### config.mk
export PLATFORM = sky130hd
export DESIGN_NAME = spi_master_gen2
export DESIGN_NICKNAME = d
export VERILOG_FILES = /design/src/rtl/spi_master_gen2.sv
export SDC_FILE = /design/constraint.sdc
export NUM_CORES = 1
export LEC_CHECK = 0
export CORE_MARGIN = 2
export CORE_UTILIZATION = 55
export CTS_CLUSTER_SIZE = 8
export DETAILED_ROUTE_END_ITERATION = 8
export PLACE_DENSITY = 0.82
export SLEW_MARGIN = 15
export SYNTH_ARGS = -nofsm -noshare
export SYNTH_HDL_FRONTEND = slang
export SYNTH_SLANG_ARGS = --single-unit
### constraint.sdc
create_clock -name clk_in -period 2.4 [get_ports clk_in]
set_input_delay 0.24 -clock clk_in [delete_from_list [all_inputs] [get_ports clk_in]]
set_output_delay 0.24 -clock clk_in [all_outputs]
set_load 0.005 [all_outputs]
### src/rtl/spi_master_gen2.sv
// SPI master core: 4 CPOL/CPHA modes, MSB/LSB-first, valid/ready frame interface.
// Optional mode-fault detection (ss_in, modf_out, modf_clr_in) under `SPI_MASTER_GEN2_MODF_EN.
module spi_master_gen2 #(
  parameter int DATA_W = 8,
  parameter int SS_NUM = 1,
  parameter int DIV_W  = 8
) (
  input  logic                    clk_in,
  input  logic                    rstn_in,
  input  logic                    enable_in,
  input  logic                    cpol_in,
  input  logic                    cpha_in,
  input  logic                    lsbfe_in,
  input  logic [DIV_W-1:0]        clk_div_in,
  input  logic [$clog2(SS_NUM):0] ss_sel_in,
  input  logic                    tx_valid_in,
  input  logic [DATA_W-1:0]       tx_data_in,
  output logic                    tx_ready_out,
  output logic                    rx_valid_out,
  output logic [DATA_W-1:0]       rx_data_out,
  output logic                    busy_out,
  output logic                    sck_out,
  output logic                    mosi_out,
`ifdef SPI_MASTER_GEN2_MODF_EN
  input  logic                    ss_in,
  input  logic                    modf_clr_in,
  output logic                    modf_out,
`endif
  input  logic                    miso_in,
  output logic [SS_NUM-1:0]       ss_n_out
);

  localparam int SEL_W = $clog2(SS_NUM) + 1;
  localparam int EW    = $clog2(2*DATA_W + 1);

  localparam logic [1:0] IDLE  = 2'd0;
  localparam logic [1:0] SETUP = 2'd1;
  localparam logic [1:0] XFER  = 2'd2;
  localparam logic [1:0] HOLD  = 2'd3;

  logic [1:0]        state;
  logic [DIV_W-1:0]  cnt, div_q;
  logic [EW-1:0]     edge_cnt, edge_nxt;
  logic [DATA_W-1:0] tx_sh, rx_sh;
  logic [SEL_W-1:0]  sel_q;
  logic              cpha_q, lsb_q;
  logic              tick, accept, abort, lead, last_edge;

  function automatic logic first_bit(input logic [DATA_W-1:0] d, input logic lsb);
    return lsb ? d[0] : d[DATA_W-1];
  endfunction

  function automatic logic [DATA_W-1:0] shift_out(input logic [DATA_W-1:0] d, input logic lsb);
    return lsb ? {1'b0, d[DATA_W-1:1]} : {d[DATA_W-2:0], 1'b0};
  endfunction

`ifdef SPI_MASTER_GEN2_MODF_EN
  logic modf_q, modf_set;
  // another master pulling our SS low while enabled is a mode fault
  assign modf_set     = enable_in & ~ss_in;
  assign abort        = ~enable_in | modf_set;
  assign tx_ready_out = (state == IDLE) & enable_in & ~modf_q;
  assign modf_out     = modf_q;

  always_ff @(posedge clk_in or negedge rstn_in) begin
    if (!rstn_in)         modf_q <= 1'b0;
    else if (modf_set)    modf_q <= 1'b1;
    else if (modf_clr_in) modf_q <= 1'b0;
  end
`else
  assign abort        = ~enable_in;
  assign tx_ready_out = (state == IDLE) & enable_in;
`endif

  assign accept    = tx_valid_in & tx_ready_out;
  assign tick      = (cnt == '0);
  assign edge_nxt  = edge_cnt + 1'b1;
  assign lead      = edge_nxt[0];
  assign last_edge = (edge_nxt == EW'(2*DATA_W));
  assign busy_out  = (state != IDLE);

  always_comb begin
    ss_n_out = '1;
    for (int i = 0; i < SS_NUM; i++)
      if (state != IDLE && sel_q == SEL_W'(i)) ss_n_out[i] = 1'b0;
  end

  always_ff @(posedge clk_in or negedge rstn_in) begin
    if (!rstn_in) begin
      state        <= IDLE;
      cnt          <= '0;
      div_q        <= '0;
      edge_cnt     <= '0;
      tx_sh        <= '0;
      rx_sh        <= '0;
      sel_q        <= '0;
      cpha_q       <= 1'b0;
      lsb_q        <= 1'b0;
      sck_out      <= 1'b0;
      mosi_out     <= 1'b0;
      rx_valid_out <= 1'b0;
      rx_data_out  <= '0;
    end else begin
      rx_valid_out <= 1'b0;
      cnt          <= tick ? div_q : cnt - 1'b1;
      case (state)
        IDLE: begin
          sck_out <= cpol_in;
          if (accept) begin
            state    <= SETUP;
            cnt      <= clk_div_in;
            div_q    <= clk_div_in;
            cpha_q   <= cpha_in;
            lsb_q    <= lsbfe_in;
            edge_cnt <= '0;
            sel_q    <= (ss_sel_in < SEL_W'(SS_NUM)) ? ss_sel_in : '0;
            // CPHA=0 must present the first bit before the first sampling edge
            if (cpha_in) tx_sh <= tx_data_in;
            else begin
              mosi_out <= first_bit(tx_data_in, lsbfe_in);
              tx_sh    <= shift_out(tx_data_in, lsbfe_in);
            end
          end
        end
        SETUP: if (tick) begin
          state <= XFER;
          cnt   <= div_q;
        end
        XFER: if (tick) begin
          sck_out  <= ~sck_out;
          edge_cnt <= edge_nxt;
          // sampling edge is the leading one for CPHA=0, the trailing one for CPHA=1
          if (lead ^ cpha_q)
            rx_sh <= lsb_q ? {miso_in, rx_sh[DATA_W-1:1]} : {rx_sh[DATA_W-2:0], miso_in};
          else if (!last_edge) begin
            mosi_out <= first_bit(tx_sh, lsb_q);
            tx_sh    <= shift_out(tx_sh, lsb_q);
          end
          if (last_edge) begin
            state <= HOLD;
            cnt   <= div_q;
          end
        end
        HOLD: if (tick) begin
          state        <= IDLE;
          rx_data_out  <= rx_sh;
          rx_valid_out <= 1'b1;
        end
      endcase
      if (state != IDLE && abort) begin
        state        <= IDLE;
        cnt          <= div_q;
        sck_out      <= cpol_in;
        rx_valid_out <= 1'b0;
        rx_data_out  <= rx_data_out;
      end
    end
  end

endmodule
# --- Yosys cells after proc, flatten, opt, wreduce, memory -nomap -nowiden ---
# Cells that the tools add are included.
totals:
  ff_bits: 53
  input_bits: 25
  output_inout_bits: 14
  word_cells: 94
classes:
  addsub: 2
  order_cmp: 1
  n_eq_ne: 14
  mux: 42
  bitwise: 7
  n_reduce_logical: 15
ops:
  columns: ["cell", "n"]
  rows:
  - ["$mux W8", 14]
  - ["$pmux W8 S3", 1]
  - ["$pmux W8 S2", 1]
  - ["$mux W1", 14]
  - ["$mux W2", 6]
  - ["$ne A3 B3 Y1 const B", 4]
  - ["$mux W5", 2]
  - ["$ne A2 B2 Y1 const B", 5]
  - ["$pmux W5 S2", 1]
  - ["$reduce_and A5 Y1", 2]
  - ["$reduce_and A3 Y1", 3]
  - ["$logic_not A8 Y1", 1]
  - ["$pmux W2 S4", 1]
  - ["$sub A8 B1 Y8 const B", 1]
  - ["$reduce_and A6 Y1", 1]
  - ["$add A5 B1 Y5 const B", 1]
  - ["$eq A5 B5 Y1 const B", 1]
  - ["$eq A2 B2 Y1 const B", 2]
  - ["$not A1 Y1", 4]
  - ["$pmux W1 S2", 2]
  - ["$reduce_and A2 Y1", 2]
  - ["$reduce_bool A2 Y1", 2]
  - ["$ne A3 B2 Y1 const B", 1]
  - ["$reduce_bool A3 Y1", 1]
  - ["6 further kinds", 8]

# --- Depth between registers and ports, before layout ---
# Gate-level depths: netlist (run 1).
logic_depth:
  word_depth: 6
  mapped_depth: 9

# --- Worst setup path after synthesis (run 1) ---
# OpenSTA, ideal clock, no wires.
synth_timing:
  kind: "reg2reg"
  from: "register state[0]"
  to: "register cnt[4]"
  t_arrival_ps: 1836
  required_ps: 2274
  slack_ps: 438
  path_stages_with_launch: 8
  path_buffers: 1
  cell_sequence: "dfrtp_1 > inv_1 > ha_1 > buf_4 > or3_1 > o21ai_1 > nor3_1 > a221o_1"
synth_via:
  elab_chain_cells: 6
  elab_cells_between_ends: 10
synth_lines:
  columns: ["element", "line_no", "source"]
  rows:
  - ["start: declaration", "41", "logic [1:0] state;"]
  - ["start signal: assignment", "90", "state <= IDLE;"]
  - ["start signal: assignment", "110", "state <= SETUP;"]
  - ["start signal: assignment", "126", "state <= XFER;"]
  - ["$logic_not A2 Y1", "72, 106", null]
  - ["$and A1 B1 Y1", "72", "assign tx_ready_out = (state == IDLE) & enable_in;"]
  - ["$and A1 B1 Y1", "75", "assign accept = tx_valid_in & tx_ready_out;"]
  - ["$mux W8", "109", "if (accept) begin"]
  - ["$pmux W8 S3", "106", "case (state)"]
  - ["$mux W8 (*)", "150", "if (state != IDLE && abort) begin"]
  - ["end signal: assignment", "105", "cnt <= tick ? div_q : cnt - 1'b1;"]
  - ["end signal: assignment", "111", "cnt <= clk_div_in;"]
  - ["end signal: assignment", "152", "cnt <= div_q;"]
  - ["end: declaration", "42", "logic [DIV_W-1:0] cnt, div_q;"]
# Mark *: on every way between the ends. The rest lies on a longest branch, timed or not.
# A chain may end at the register's enable or synchronous reset.

# --- Final worst setup path (run 1) ---
layout_timing:
  from: "register state[0]"
  to: "register rx_sh[5]"
layout_via:
  elab_chain_cells: 2
layout_lines:
  columns: ["element", "line_no", "source"]
  rows:
  - ["$eq A2 B2 Y1", "106", null]
  - ["$reduce_and A3 Y1 (no source line)", null, null]
  - ["end signal: assignment", "134", "rx_sh <= lsb_q ? {miso_in, rx_sh[DATA_W-1:1]} : {rx_sh[DATA_W-2:0], miso_in};"]
  - ["end: declaration", "44", "logic [DATA_W-1:0] tx_sh, rx_sh;"]
# No other way between the ends.

==> metrics.txt, run 1 <==
# TYPE chip_impl_metric gauge
chip_impl_info{name="run_status",value="finished, final reports clean"} 1
chip_impl_metric{name="total_iterations_of_the_first_detailed_routing_run",unit=""} 4
chip_impl_metric{name="postSynthCellCount",unit=""} 264
chip_impl_info{name="hold_path_class",value="flip-flop to flip-flop"} 1
chip_impl_metric{name="die_span_in_x",unit="um"} 76.0
chip_impl_metric{name="fin_skew",unit="ns"} 0.00403
chip_impl_info{name="rsz_0062_raised_after_global_routing",value="false"} 1
chip_impl_metric{name="synth-edff-count",unit=""} 0
chip_impl_info{name="hold_start",value="div_q[0]"} 1
chip_impl_metric{name="worst_slew_pin_slew",unit="ns"} 0.875
chip_impl_info{name="layout_commonest_cell",value="sky130_fd_sc_hd__dfrtp_1"} 1
chip_impl_metric{name="antenna_found_initial",unit=""} 0
chip_impl_info{name="cell_with_the_largest_stage_delay_on_the_worst_path",value="sky130_fd_sc_hd__or3_1"} 1
chip_impl_metric{name="yosys_register_bits",unit=""} 52
chip_impl_info{name="crit_chain",value="inv_1, ha_1, buf_4, inv_1, or3_1, nand2_1, o21ai_2"} 1
chip_impl_metric{name="post-synth-top-area-fraction",unit="%"} 45.7
chip_impl_metric{name="drive_above_1_share",unit="%"} 16.9
chip_impl_metric{name="area_of_the_multi_input_gates",unit="mm2"} 0.00145
chip_impl_metric{name="fmax",unit="MHz"} 482
chip_impl_metric{name="drt.antenna.violating_nets",unit=""} 0
chip_impl_metric{name="clock_sinks",unit=""} 52
chip_impl_metric{name="final-hold-violation-count",unit=""} 0
chip_impl_metric{name="fin_tns_setup",unit="ns"} 0
chip_impl_metric{name="period_minus_slack",unit="ns"} 2.08
chip_impl_info{name="cp-start-kind",value="flip-flop"} 1
chip_impl_metric{name="setup-violations-final",unit=""} 0
chip_impl_info{name="crit-reg2reg-launch",value="state[0]"} 1
chip_impl_metric{name="fp-row-count",unit=""} 26
chip_impl_metric{name="power_density_of_the_placed_cells",unit="mW/mm2"} 1070
chip_impl_metric{name="area_growth_syn_to_layout",unit="%"} 18.2
chip_impl_metric{name="syn_nets",unit=""} 296
chip_impl_metric{name="synth.yosys.seq_area_share",unit="%"} 45.7
chip_impl_metric{name="reg2reg_setup_slack",unit="ns"} 0.32
chip_impl_info{name="min_delay_worst_endpoint",value="cnt[0]"} 1
chip_impl_info{name="path_common_cell",value="sky130_fd_sc_hd__inv_1"} 1
chip_impl_metric{name="maximum_vdd_drop",unit="mV"} 0.700
chip_impl_metric{name="drc_violation_count_after_routing",unit=""} 0
chip_impl_metric{name="viasPerCell",unit=""} 5.59
chip_impl_metric{name="io_pins",unit=""} 39
chip_impl_metric{name="detailedRoute.firstIterationViolations",unit=""} 90
chip_impl_info{name="worst_r2r_endpoint",value="rx_sh[5]"} 1
chip_impl_metric{name="final_core_util",unit="%"} 66.8
chip_impl_info{name="route.top_layer_used",value="met4"} 1
chip_impl_metric{name="via_count",unit=""} 2078
chip_impl_metric{name="worstHoldPathCells",unit=""} 2
chip_impl_metric{name="length_in_cells_of_the_worst_reg_to_reg_path",unit=""} 7
chip_impl_metric{name="postCtsSetupBuffers",unit=""} 0
chip_impl_metric{name="max-clock-path-buffers",unit=""} 2
chip_impl_info{name="synth_top_flop_cell",value="sky130_fd_sc_hd__dfrtp_1"} 1
chip_impl_info{name="post_synth_main_area_contributors",value="sky130_fd_sc_hd__dfrtp_1 46%, sky130_fd_sc_hd__mux2_2 11%, sky130_fd_sc_hd__mux2i_1 7.7%, sky130_fd_sc_hd__ha_1 3.1%, sky130_fd_sc_hd__nand2_1 2.9%"} 1
chip_impl_metric{name="antenna_cells_inserted",unit=""} 0
chip_impl_metric{name="timing.critical_path.depth",unit=""} 7
chip_impl_metric{name="critPathBufInv",unit=""} 3
chip_impl_metric{name="final.fill_count",unit=""} 419
chip_impl_metric{name="grt_pass1_wl",unit="um"} 9490
chip_impl_metric{name="syn-cell-area",unit="mm2"} 0.00285
chip_impl_metric{name="timing.critical_path.arrival",unit="ns"} 2.25
chip_impl_metric{name="drt-total-wl",unit="um"} 5200
chip_impl_metric{name="htree_depth",unit=""} 2
chip_impl_metric{name="dpl.hpwl",unit="um"} 3810
chip_impl_metric{name="initial_core_util",unit="%"} 56.5
chip_impl_metric{name="routed_met2_length",unit="um"} 2640
chip_impl_metric{name="grt_start_max_net_pins",unit=""} 31
chip_impl_metric{name="max_transition_margin",unit="%"} 41.6
chip_impl_info{name="path_class",value="flip-flop to flip-flop"} 1
chip_impl_metric{name="core_box_area",unit="mm2"} 0.00504
chip_impl_metric{name="global_route.overflow_total",unit=""} 0
chip_impl_metric{name="finalMaxSlewViolations",unit=""} 0
chip_impl_metric{name="critical_path_rt",unit="ns"} 2.57
chip_impl_info{name="cp_top_family",value="simple AND/OR/NAND/NOR gates"} 1
chip_impl_info{name="layout_common_cells",value="52 x sky130_fd_sc_hd__dfrtp_1, 36 x sky130_fd_sc_hd__clkdlybuf4s50_1, 27 x sky130_fd_sc_hd__mux2_2, 22 x sky130_fd_sc_hd__nand2_1, 22 x sky130_fd_sc_hd__mux2i_1"} 1
chip_impl_info{name="cts_tree",value="yes"} 1
chip_impl_metric{name="clk_transition_reported_paths",unit="ns"} 0.09
chip_impl_metric{name="gr-usage-all-layers",unit="%"} 19.7
chip_impl_metric{name="final_net_count",unit=""} 334
chip_impl_metric{name="async_flop_share",unit="%"} 100
chip_impl_metric{name="path_max_fanout",unit=""} 26
chip_impl_metric{name="port_buffers",unit=""} 37
chip_impl_metric{name="wl_per_cell",unit="um"} 14.0
chip_impl_metric{name="seq_area",unit="mm2"} 0.00130
chip_impl_metric{name="place_congestion",unit=""} 0.763
chip_impl_info{name="clockRootBuffer",value="sky130_fd_sc_hd__clkbuf_8"} 1
chip_impl_metric{name="wl_met1",unit="um"} 2390
chip_impl_metric{name="max_cap_viol_count",unit=""} 0
chip_impl_metric{name="finalCritPeriodShare",unit="%"} 86.5
chip_impl_metric{name="met3_wl_post_dr",unit="um"} 136
chip_impl_metric{name="cts_buffers",unit=""} 5
chip_impl_metric{name="power_leakage",unit="nW"} 1.48
chip_impl_metric{name="die_y",unit="um"} 76.0
chip_impl_metric{name="syn_area_per_cell",unit="um2"} 10.8
chip_impl_info{name="synth_largest_area_cell",value="sky130_fd_sc_hd__dfrtp_1"} 1
chip_impl_metric{name="fp.dieArea",unit="mm2"} 0.00577
chip_impl_metric{name="yosys.cell_types.count",unit=""} 46
chip_impl_metric{name="grt_pass1_vias",unit=""} 2137
chip_impl_metric{name="crit_path_max_incr_delay",unit="ns"} 0.63
chip_impl_metric{name="worst_skew_pair.late_latency",unit="ns"} 0.30
chip_impl_info{name="critical_path.endpoint_type",value="flip-flop"} 1
chip_impl_metric{name="synth-warning-count",unit=""} 0
==> routing by layer <==
layer / vias up / global-route usage (%)
met5: - / 0
met4: 0 / 4.73
met3: 7 / 3.08
met2: 31 / 35.1
met1: 1016 / 25.4
li1: 1024 / -
==> worst reg2reg max path, stage by stage (launching register included) <==
cell	delay, ns
sky130_fd_sc_hd__dfrtp_1	0.42
sky130_fd_sc_hd__inv_1	0.10
sky130_fd_sc_hd__ha_1	0.16
sky130_fd_sc_hd__buf_4	0.27
sky130_fd_sc_hd__inv_1	0.12
sky130_fd_sc_hd__or3_1	0.63
sky130_fd_sc_hd__nand2_1	0.19
sky130_fd_sc_hd__o21ai_2	0.07
==> where the power goes <==
| group | leakage (nW) | internal (mW) | switching (mW) |
|---|---|---|---|
| sequential | 0.663 | 1.19 | 0.309 |
| combinational | 0.777 | 0.917 | 0.725 |
| clock | 0.0400 | 0.198 | 0.270 |
| total | 1.48 | 2.30 | 1.30 |
==> cell type report <==
class	instances	area share, %
repair buffers	45	12.7
inverters	7	0.780
flip-flops and latches	52	38.6
multi-input cells	191	42.9
well taps	70	2.60
clock buffers	5	2.04
clock inverters	2	0.371
==> stage by stage <==
step           cell area, um2  hold WS (ns)  instances  setup WS [ns]  power, mW
5_1_grt                  3370         0.511        372          0.113       3.91
6_report                 3370         0.479        372          0.324       3.61
2_1_floorplan            2850       -0.0556        264          0.438       2.69
4_1_cts                  3370         0.482        372          0.307       3.65
3_3_place_gp             3280         0.306        364          0.377       3.10
3_5_place_dp             3280         0.308        364          0.337       3.17
==> state kept, by name, summed over array words and instances, names as in the netlist <==
signal	flops
cpha_q	1
rx_sh	8
cnt	8
rx_data_out	8
edge_cnt	5
tx_sh	8
sck_out	1
div_q	8
mosi_out	1
lsb_q	1
rx_valid_out	1
state	2
==> worst max-delay path by stage <==
stage	startpoint	to	slack, ns
2_1_floorplan	state[0]	cnt[4]	0.44
3_3_place_gp	lsbfe_in	tx_sh[4]	0.38
3_5_place_dp	state[0]	rx_sh[6]	0.34
4_1_cts	state[0]	rx_sh[5]	0.31
5_1_grt	state[0]	cnt[6]	0.11
6_report	state[0]	rx_sh[5]	0.32
==> cell usage after synthesis, drive strengths merged (2+ instances only) <==
cell and instances:
ha 7, nor3 4, clkbuf 7, o31ai 2, a221o 3, a211oi 7, a21oi 14, nor2 14
a2bb2oi 5, or3 3, a21boi 2, xnor2 5, o21ai 22, inv 7, and3 2, xor2 4
nor2b 2, mux2 27, nor3b 2, nor4 2, a21o 2, dfrtp 52, and2 2, mux2i 22
buf 7, nand2 22, nand3 6
==> cell families after synthesis <==
kind of cell / share of synthesized area (%)
AO/OA/AOI/OAI: 15.2
adder cells (fa/ha/maj): 3.07
AND/OR/NAND/NOR: 11.3
buffers and inverters: 3.64
XOR/XNOR: 2.77
flip-flops: 45.7
multiplexers: 18.4
==> what timing repair did <==
item	in CTS	in global routing
setup endpoints to repair	0	0
gates resized for setup	0	0
hold buffers	1	0
hold endpoints to repair	28	0
No activity file was read; power rests on OpenSTA's default activity.
==> inputs of run 2 (changes only) <==
--- a/config.mk
+++ b/config.mk
@@ -7,9 +7,10 @@
 export LEC_CHECK = 0
 export CORE_MARGIN = 2
 export CORE_UTILIZATION = 55
+export CTS_BUF_LIST = sky130_fd_sc_hd__clkbuf_4
 export CTS_CLUSTER_SIZE = 8
 export DETAILED_ROUTE_END_ITERATION = 8
-export PLACE_DENSITY = 0.82
+export PLACE_DENSITY_LB_ADDON = 0.12
 export SLEW_MARGIN = 15
 export SYNTH_ARGS = -nofsm -noshare
 export SYNTH_HDL_FRONTEND = slang
==> run 2 against run 1 <==
Net effect: sequential power about the same; largest power group unchanged; utilization fell by 0.12 points; non-clock buffer count is the same.
==> metrics.txt, run 2 (same netlist as run 1, synthesis figures left out) <==
# TYPE chip_impl_metric gauge
chip_impl_metric{name="detailedRoute.firstIterationViolations",unit=""} 94
chip_impl_metric{name="fin_skew",unit="ns"} 0.00977
chip_impl_metric{name="drc_violation_count_after_routing",unit=""} 0
chip_impl_metric{name="antenna_found_initial",unit=""} 0
chip_impl_metric{name="io_pins",unit=""} 39
chip_impl_metric{name="final_net_count",unit=""} 334
chip_impl_metric{name="postCtsSetupBuffers",unit=""} 0
chip_impl_metric{name="port_buffers",unit=""} 37
chip_impl_info{name="critical_path.endpoint_type",value="primary output"} 1
chip_impl_metric{name="via_count",unit=""} 2064
chip_impl_metric{name="final_critical_path_setup_slack",unit="ns"} 0.213
chip_impl_metric{name="critical_path_rt",unit="ns"} 2.16
chip_impl_metric{name="drt.antenna.violating_nets",unit=""} 0
chip_impl_info{name="cts_tree",value="yes"} 1
chip_impl_metric{name="finish.instance_area",unit="mm2"} 0.00336
chip_impl_metric{name="cts_buffers",unit=""} 5
chip_impl_metric{name="path_max_fanout",unit=""} 10
chip_impl_metric{name="final_core_util",unit="%"} 66.7
chip_impl_metric{name="reg2reg_setup_slack",unit="ns"} 0.31
chip_impl_metric{name="max_cap_viol_count",unit=""} 0
chip_impl_metric{name="gr-usage-all-layers",unit="%"} 19.6
chip_impl_metric{name="max-clock-path-buffers",unit=""} 2
chip_impl_info{name="cp-start-kind",value="flip-flop"} 1
chip_impl_info{name="rsz_0062_raised_after_global_routing",value="false"} 1
chip_impl_metric{name="length_in_cells_of_the_worst_reg_to_reg_path",unit=""} 6
chip_impl_metric{name="grt_pass1_wl",unit="um"} 9400
chip_impl_info{name="run_status",value="finished, final reports clean"} 1
chip_impl_metric{name="antenna_cells_inserted",unit=""} 0
chip_impl_info{name="layout_common_cells",value="52 x sky130_fd_sc_hd__dfrtp_1, 36 x sky130_fd_sc_hd__clkdlybuf4s50_1, 27 x sky130_fd_sc_hd__mux2_2, 22 x sky130_fd_sc_hd__nand2_1, 22 x sky130_fd_sc_hd__mux2i_1"} 1
chip_impl_metric{name="drive_above_1_share",unit="%"} 17.2
chip_impl_metric{name="worst_skew_pair.late_latency",unit="ns"} 0.39
chip_impl_metric{name="drt-total-wl",unit="um"} 5270
chip_impl_metric{name="period_minus_slack",unit="ns"} 2.19
chip_impl_metric{name="dpl.hpwl",unit="um"} 3820
chip_impl_info{name="hold_path_class",value="input pin to asynchronous set/reset pin"} 1
chip_impl_metric{name="finalCritPeriodShare",unit="%"} 91.1
chip_impl_metric{name="die_y",unit="um"} 76.0
chip_impl_metric{name="grt_pass1_vias",unit=""} 1997
chip_impl_metric{name="final-hold-violation-count",unit=""} 0
chip_impl_metric{name="setup-violations-final",unit=""} 0
chip_impl_metric{name="final.fill_count",unit=""} 397
chip_impl_metric{name="fp-row-count",unit=""} 26
chip_impl_metric{name="crit_path_max_incr_delay",unit="ns"} 0.50
chip_impl_metric{name="max_transition_margin",unit="%"} 42.2
chip_impl_metric{name="preCtsSetupSlack",unit="ns"} 0.325
chip_impl_metric{name="grt_start_max_net_pins",unit=""} 29
chip_impl_metric{name="area_growth_syn_to_layout",unit="%"} 18.0
chip_impl_metric{name="clock_sinks",unit=""} 52
chip_impl_metric{name="core_box_area",unit="mm2"} 0.00504
chip_impl_metric{name="timing.critical_path.arrival",unit="ns"} 1.95
chip_impl_metric{name="power_density_of_the_placed_cells",unit="mW/mm2"} 1070
chip_impl_info{name="layout_commonest_cell",value="sky130_fd_sc_hd__dfrtp_1"} 1
chip_impl_metric{name="viasPerCell",unit=""} 5.53
chip_impl_info{name="setup.worst_path.start",value="state[0]"} 1
chip_impl_metric{name="maximum_vdd_drop",unit="mV"} 0.524
chip_impl_metric{name="total_iterations_of_the_first_detailed_routing_run",unit=""} 4
chip_impl_metric{name="initial_core_util",unit="%"} 56.5
chip_impl_info{name="crit_chain",value="inv_1, ha_1, and2_1, clkdlybuf4s50_1"} 1
chip_impl_info{name="crit-reg2reg-launch",value="state[0]"} 1
chip_impl_metric{name="fp.dieArea",unit="mm2"} 0.00577
chip_impl_metric{name="htree_depth",unit=""} 2
chip_impl_metric{name="clk_transition_reported_paths",unit="ns"} 0.17
chip_impl_info{name="path_class",value="flip-flop to primary output"} 1
chip_impl_metric{name="die_span_in_x",unit="um"} 76.0
chip_impl_metric{name="place_congestion",unit=""} 0.785
chip_impl_metric{name="place_area",unit="mm2"} 0.00329
chip_impl_metric{name="power_leakage",unit="nW"} 1.48
chip_impl_info{name="clockRootBuffer",value="sky130_fd_sc_hd__clkbuf_4"} 1
chip_impl_metric{name="post_cts_resized",unit=""} 0
chip_impl_metric{name="fmax",unit="MHz"} 457
chip_impl_metric{name="worst_slew_pin_slew",unit="ns"} 0.867
chip_impl_metric{name="finalMaxSlewViolations",unit=""} 0
chip_impl_metric{name="fin_tns_setup",unit="ns"} 0
chip_impl_metric{name="global_route.overflow_total",unit=""} 0
chip_impl_info{name="cell_with_the_largest_stage_delay_on_the_worst_path",value="sky130_fd_sc_hd__clkdlybuf4s50_1"} 1
chip_impl_metric{name="wl_per_cell",unit="um"} 14.1
[run 2: changes by cell type in the layout (fill, tap and decap cells not counted)]
cell,previous run,this run
sky130_fd_sc_hd__clkbuf_4,0,5
sky130_fd_sc_hd__clkbuf_8,5,0
sky130_fd_sc_hd__inv_6,0,2
sky130_fd_sc_hd__buf_12,0,1
sky130_fd_sc_hd__buf_4,7,6
sky130_fd_sc_hd__clkinv_2,1,0
[run 2: where the power goes]
group          internal, mW  switching (mW)  leakage, nW
clock                 0.122           0.312       0.0322
sequential             1.19           0.312        0.663
combinational         0.928           0.722        0.782
[run 2: critical path: cells and delay by family (launching register included)]
| kind | cells | cell delay [ns] |
|---|---|---|
| buffers and inverters | 2 | 0.59 |
| flip-flops | 1 | 0.45 |
| AND/OR/NAND/NOR | 1 | 0.19 |
| adder cells (fa/ha/maj) | 1 | 0.34 |
[run 2: cell type report]
cell class                      count  area (um2)  share of cell area, %
Multi-Input combinational cell    191        1450                   43.0
Sequential cell                    52        1300                   38.7
Timing Repair Buffer               45         440                   13.1
Tap cell                           70        87.6                   2.60
Clock buffer                        5        37.5                   1.12
Inverter                            7        26.3                  0.781
Clock inverter                      3        25.0                  0.744
[run 2: path summary, 6_finish.rpt]
| check | endpoint |
|---|---|
| max | tx_ready_out |
| min | tx_sh[3] |
| max reg2reg | tx_sh[5] |
| min reg2reg | cnt[3] |
| max in group asynchronous | div_q[3] |
| min in group clk_in | cnt[4] |
[run 2: per-layer routing]
metal  GRT usage (%)  vias to the layer above  routed length [um]  part of all wire [%]
li1                -                     1030                   -                     -
met1            26.3                     1000                2510                    48
met2            33.1                       28                2530                    48
met3            4.27                        6                 175                   3.3
met4            4.36                        0                  51                  0.97
met5               0                        -                   0                     0
[run 2: repair_timing]
item	in CTS	in global routing
endpoints found under the setup margin	0	0
hold endpoints to repair	27	0
hold buffers	1	0
[run 2: per-stage QoR]
stage | hold slack, ns | cells | power [mW]
floorplan | -0.0556 | 264 | 2.69
global placement | 0.307 | 364 | 3.13
detailed placement | 0.309 | 364 | 3.18
CTS | 0.399 | 373 | 3.62
global route | 0.440 | 373 | 3.88
finish | 0.391 | 373 | 3.58
==> inputs of run 3 (changes only) <==
--- a/config.mk
+++ b/config.mk
@@ -10,6 +10,7 @@
 export CTS_BUF_LIST = sky130_fd_sc_hd__clkbuf_4
 export CTS_CLUSTER_SIZE = 8
 export DETAILED_ROUTE_END_ITERATION = 8
+export HOLD_SLACK_MARGIN = 0.15
 export PLACE_DENSITY_LB_ADDON = 0.12
 export SLEW_MARGIN = 15
 export SYNTH_ARGS = -nofsm -noshare
==> results of run 3 <==
The final DEF is identical to that of run 2; final timing and power are the same.
